File: src/rtl/fetch_ctrl_pkg.sv
// Shared fetch definitions: FSM states, NOP word, default fetch window, PC advance.
// Pure declarations; no timing or flow-control behaviour of its own.
package fetch_ctrl_pkg;

   typedef enum logic {
      S_REQ  = 1'b0,
      S_WAIT = 1'b1
   } state_t;

   localparam logic [31:0] NOP_INST    = 32'h0000_0013;
   localparam logic [31:0] START_ADD   = 32'h0000_0000;
   localparam logic [31:0] INSTADD_END = 32'h0000_FFFC;

   // Sequential fetch stays inside [wrap, last]; anything at or beyond last restarts at wrap.
   function automatic logic [31:0] next_fetch_pc(input logic [31:0] pc,
                                                 input logic [31:0] last,
                                                 input logic [31:0] wrap);
      return (pc < last) ? pc + 32'd4 : wrap;
   endfunction

endpackage

File: src/rtl/fetch_ctrl_pc_redirect_arb.sv
// Fixed-priority redirect mux: trap > branch > refetch.
// Purely combinational, zero latency; no backpressure.
module pc_redirect_arb (
   input  logic        trap_req,
   input  logic [31:0] trap_addr,
   input  logic        branch_req,
   input  logic [31:0] branch_addr,
   input  logic        refetch_req,
   input  logic [31:0] refetch_addr,
   output logic        redirect,
   output logic [31:0] target
);

   always_comb begin
      redirect = trap_req | branch_req | refetch_req;
      target   = 32'h0000_0000;
      if (trap_req)
         target = trap_addr;
      else if (branch_req)
         target = branch_addr;
      else if (refetch_req)
         target = refetch_addr;
   end

endmodule

File: src/rtl/fetch_ctrl.sv
// Fetch sequencer: one-outstanding ibus fetch, stale-response drop, registered inst/pc to IF/ID.
// Output one cycle after rvalid; requests held off by fetch stall, full output register or redirect.
module fetch_ctrl
   import fetch_ctrl_pkg::*;
#(
   parameter logic [31:0] RESET_ADDR = START_ADD,
   parameter logic [31:0] END_ADDR   = INSTADD_END
) (
   input  logic        clk,
   input  logic        rst,
   input  logic        trap_req_i,
   input  logic [31:0] trap_addr_i,
   input  logic        ex_branch_flag_i,
   input  logic [31:0] ex_branch_addr_i,
   input  logic        refetch_req_i,
   input  logic [31:0] refetch_addr_i,
   input  logic [4:0]  stalled_i,
   output logic        ibus_req_o,
   output logic [31:0] ibus_addr_o,
   input  logic        ibus_gnt_i,
   input  logic        ibus_rvalid_i,
   input  logic [31:0] ibus_rdata_i,
   output logic        inst_valid_o,
   output logic [31:0] inst_o,
   output logic [31:0] pc_o
);

   state_t      state;
   state_t      state_next;
   logic [31:0] fetch_pc;
   logic        drop;
   logic        redirect;
   logic [31:0] target;
   logic        consume;
   logic        out_free;
   logic        fill;
   logic        req;
   logic        unused_stall;

   pc_redirect_arb u_arb (
      .trap_req     (trap_req_i),
      .trap_addr    (trap_addr_i),
      .branch_req   (ex_branch_flag_i),
      .branch_addr  (ex_branch_addr_i),
      .refetch_req  (refetch_req_i),
      .refetch_addr (refetch_addr_i),
      .redirect     (redirect),
      .target       (target)
   );

   assign unused_stall = ^stalled_i[4:2];
   assign consume      = inst_valid_o & ~stalled_i[1];
   assign out_free     = ~inst_valid_o | consume;
   // A response racing a redirect belongs to the old path, same as one already marked stale.
   assign fill         = (state == S_WAIT) & ibus_rvalid_i & ~drop & ~redirect;

   always_ff @(posedge clk) begin
      if (rst)
         state <= S_REQ;
      else
         state <= state_next;
   end

   always_comb begin
      state_next = state;
      case (state)
         S_REQ:   if (req & ibus_gnt_i) state_next = S_WAIT;
         S_WAIT:  if (ibus_rvalid_i)    state_next = S_REQ;
         default: state_next = S_REQ;
      endcase
   end

   always_comb begin
      req = 1'b0;
      if (state == S_REQ && !rst)
         req = ~stalled_i[0] & out_free & ~redirect;
   end

   assign ibus_req_o  = req;
   assign ibus_addr_o = fetch_pc;

   always_ff @(posedge clk) begin
      if (rst) begin
         fetch_pc     <= RESET_ADDR;
         drop         <= 1'b0;
         inst_valid_o <= 1'b0;
         inst_o       <= NOP_INST;
         pc_o         <= RESET_ADDR;
      end else begin
         if (redirect)
            fetch_pc <= target;
         else if (fill)
            fetch_pc <= next_fetch_pc(fetch_pc, END_ADDR, RESET_ADDR);

         if (state == S_WAIT && ibus_rvalid_i)
            drop <= 1'b0;
         else if (state == S_WAIT && redirect)
            drop <= 1'b1;

         if (redirect) begin
            inst_valid_o <= 1'b0;
         end else if (fill) begin
            inst_valid_o <= 1'b1;
            inst_o       <= ibus_rdata_i;
            pc_o         <= fetch_pc;
         end else if (consume) begin
            inst_valid_o <= 1'b0;
         end
      end
   end

   always_ff @(posedge clk) begin
      if (!rst && state == S_REQ)
         assert (!ibus_rvalid_i) else $error("ibus rvalid with no request outstanding");
   end

endmodule
File: config.mk
export PLATFORM = sky130hd
export DESIGN_NAME = fetch_ctrl
export DESIGN_NICKNAME = d
export VERILOG_FILES = /design/src/rtl/fetch_ctrl_pkg.sv /design/src/rtl/fetch_ctrl_pc_redirect_arb.sv /design/src/rtl/fetch_ctrl.sv
export SDC_FILE = /design/constraint.sdc
export NUM_CORES = 1
export LEC_CHECK = 0
export BUFFER_PORTS_ARGS = -buffer_cell sky130_fd_sc_hd__buf_4
export CORE_MARGIN = 2
export CORE_UTILIZATION = 45
export CTS_BUF_LIST = sky130_fd_sc_hd__clkbuf_4 sky130_fd_sc_hd__clkbuf_8 sky130_fd_sc_hd__clkbuf_16
export DETAILED_ROUTE_END_ITERATION = 12
export GPL_TIMING_DRIVEN = 0
export PLACE_DENSITY = 0.8
export SLEW_MARGIN = 15
export SYNTH_ARGS = -nofsm -noshare
export SYNTH_HDL_FRONTEND = slang
export SYNTH_SLANG_ARGS = --single-unit
export TNS_END_PERCENT = 50
File: constraint.sdc
create_clock -name clk -period 3.3 [get_ports clk]
set_input_delay 0.33 -clock clk [delete_from_list [all_inputs] [get_ports clk]]
set_output_delay 0.33 -clock clk [all_outputs]
set_load 0.05 [all_outputs]
==> out/results.tsv <==
metric	value	unit
status	finished, final reports clean	
syn-num-nets	701	
ys.flop_type	dfxtp_1	
post_cts_resized	0	
tightest_slew	0.658	ns
wire_per_inst	16.7	um
crit_required	3.52	ns
crit_chain	ha_1 -> nand2_1 -> or4_4 -> a21oi_4 -> a211oi_1	
cts_root_buffer	clkbuf_8	
power_per_cell_area	398	nW/um^2
crit_family	simple AND/OR/NAND/NOR gates	
fin_util	68.0	%
async_flop_share	0	%
max_slew_margin	56.1	%
wirelength	15700	um
dieArea	10600	um^2
critPathSlowestCell	or4_4	
layout-drive-gt1-share	34.2	%
arrival	2.42	ns
netlist.area_leader.share	44.8	%
ant_nets	0	
yosys-top-cells-area	dfxtp_1 (45%), nand2_1 (13%), a21oi_1 (7.5%), a221oi_1 (3.0%), a221o_1 (2.9%)	
slew_violations	0	
dp_hpwl	12300	um
ctsHoldBuffers	0	
grt_pass1_wl	23700	um
final_cell_mix	buf_4 (234), nand2_1 (148), dfxtp_1 (99), a21oi_1 (66), nor2_1 (32)	
grt_pass1_vias	4792	
htreeDepth	3	
setup-tns-final	0	ns
post_dp_cell_area	6330	um^2
post_cts_buffers	0	
synth_edf_count	0	
synthesis.area	4420	um^2
cp_max_fo	10	
fin_area	6560	um^2
finalClockSkew	0.00739	ns
grt_usage	28.8	%
antenna_found_initial	0	
vias_per_cell	5.52	
grt-ovfl-total	0	
start_kind	flop	
cts_tree	done	
gp_congestion	0.900	
clock_latency	0.37	ns
fin_nets	944	
hold_path_class	input port to flop	
fin_cells	941	
crit_buf_inv	0	
clock_path_buffers	2	
dr_total_vias	5193	
area_delta_synth_final	48.2	%
synth.distinct_cells	46	
die_y	103	um
period_needed	2.20	ns
maxCapViolations	0	
n_antenna_cell	0	
firstDrtPassIters	5	
portBuffers	232	
first_iter_violations	292	
leakage	2.71	nW
syn_area_per_cell	7.90	um^2
setup_violations	0	
chipWidth	103	um
dp_cells	925	
fp.coreArea	9640	um^2
synth-seq-cells	99	
rsz0062_at_grt	false	
synth-seq-area-share	44.8	%
grt_max_degree	17	
pin_count	238	
crit_type	flop to flop	
fmax	456	MHz
post-route-period-util	66.5	%
rows	36	
synth_top_cell_by_area	dfxtp_1	
endpoint_kind	flop	
finalHoldViolations	0	
ys_warn_count	0	
peakVddDrop	0.191	mV
netlist_instances	560	
cts_sinks	99	
clk_pin_slew	0.09	ns
critPathMaxStageDelay	0.57	ns
cts_buffers	9	
initial_utilization	45.9	%
drcViolationCount	0	
final_common_cell	buf_4	
[Yosys cell counts, drive strengths merged, types with 3 or more instances]
| master | count |
|---|---|
| a211oi | 7 |
| a21oi | 67 |
| a221o | 13 |
| a221oi | 15 |
| a22oi | 17 |
| a311oi | 5 |
| a31oi | 7 |
| and3 | 3 |
| buf | 17 |
| clkbuf | 30 |
| dfxtp | 99 |
| inv | 5 |
| nand2 | 149 |
| nand3 | 5 |
| nand3b | 4 |
| nand4 | 8 |
| nand4b | 3 |
| nor2 | 34 |
| nor2b | 3 |
| nor3 | 11 |
| nor4 | 8 |
| o211ai | 6 |
| o21ai | 18 |
| o22ai | 8 |
| o31ai | 3 |
| xnor2 | 3 |
[worst paths after layout]
path	startpoint	endpoint	slack (ns)	cells after the start
hold reg to reg	inst_o[19]	inst_o[19]	0.46	2
setup / recovery	ibus_addr_o[2]	ibus_addr_o[19]	1.10	5
hold / removal	ibus_rvalid_i	drop	0.17	2
setup reg to reg	ibus_addr_o[2]	ibus_addr_o[19]	1.10	5
[per-stage QoR]
step	hold WS, ns	setup WS (ns)	power, mW
floorplan	0.431	0.850	1.53
global placement	0.442	1.20	1.76
detailed placement	0.447	1.19	1.76
CTS	0.158	1.15	2.61
global route	0.163	1.02	2.71
finish	0.170	1.10	2.61
[layer usage]
layer  vias to the layer above  routed length, um  global-route usage [%]
met1                      2379               6110                    34.8
met5                         -                  0                       0
li1                       2494                  -                       -
met2                       282               7700                    48.7
met3                        38               1420                    6.64
met4                         0                451                    13.4
[power by group]
group / internal, mW / switching, mW
Sequential: 1.22 / 0.0494
Combinational: 0.207 / 0.262
Clock: 0.448 / 0.420
[final cells by class]
| class | count | area (um^2) |
|---|---|---|
| Timing Repair Buffer | 232 | 1740 |
| Clock inverter | 5 | 85.1 |
| Fill cell | 835 | 3080 |
| Buffer | 47 | 209 |
| Tap cell | 133 | 166 |
| Sequential cell | 99 | 1980 |
| Multi-Input combinational cell | 409 | 2210 |
| Clock buffer | 11 | 139 |
| Inverter | 5 | 18.8 |
[state kept, by name (all words and copies together) (netlist names)]
signal	count
inst_o	32
state	1
inst_valid_o	1
ibus_addr_o	32
pc_o	32
drop	1
[worst reg2reg max path: cells and delay by family, from the launching register on]
family	cells	cell delay, ns
AND/OR/NAND/NOR	2	0.77
AO/OA/AOI/OAI	2	0.51
flip-flops	1	0.45
adder cells (fa/ha/maj)	1	0.33
[logic make-up after synthesis]
| kind of cell | synth area share (%) |
|---|---|
| buf+inv | 5.15 |
| simple gates | 23.0 |
| mux | 0.226 |
| compound gates | 25.8 |
| flops | 44.8 |
| xor+xnor | 0.792 |
| fa+ha+maj | 0.283 |
(Power assumes the default switching activity.)
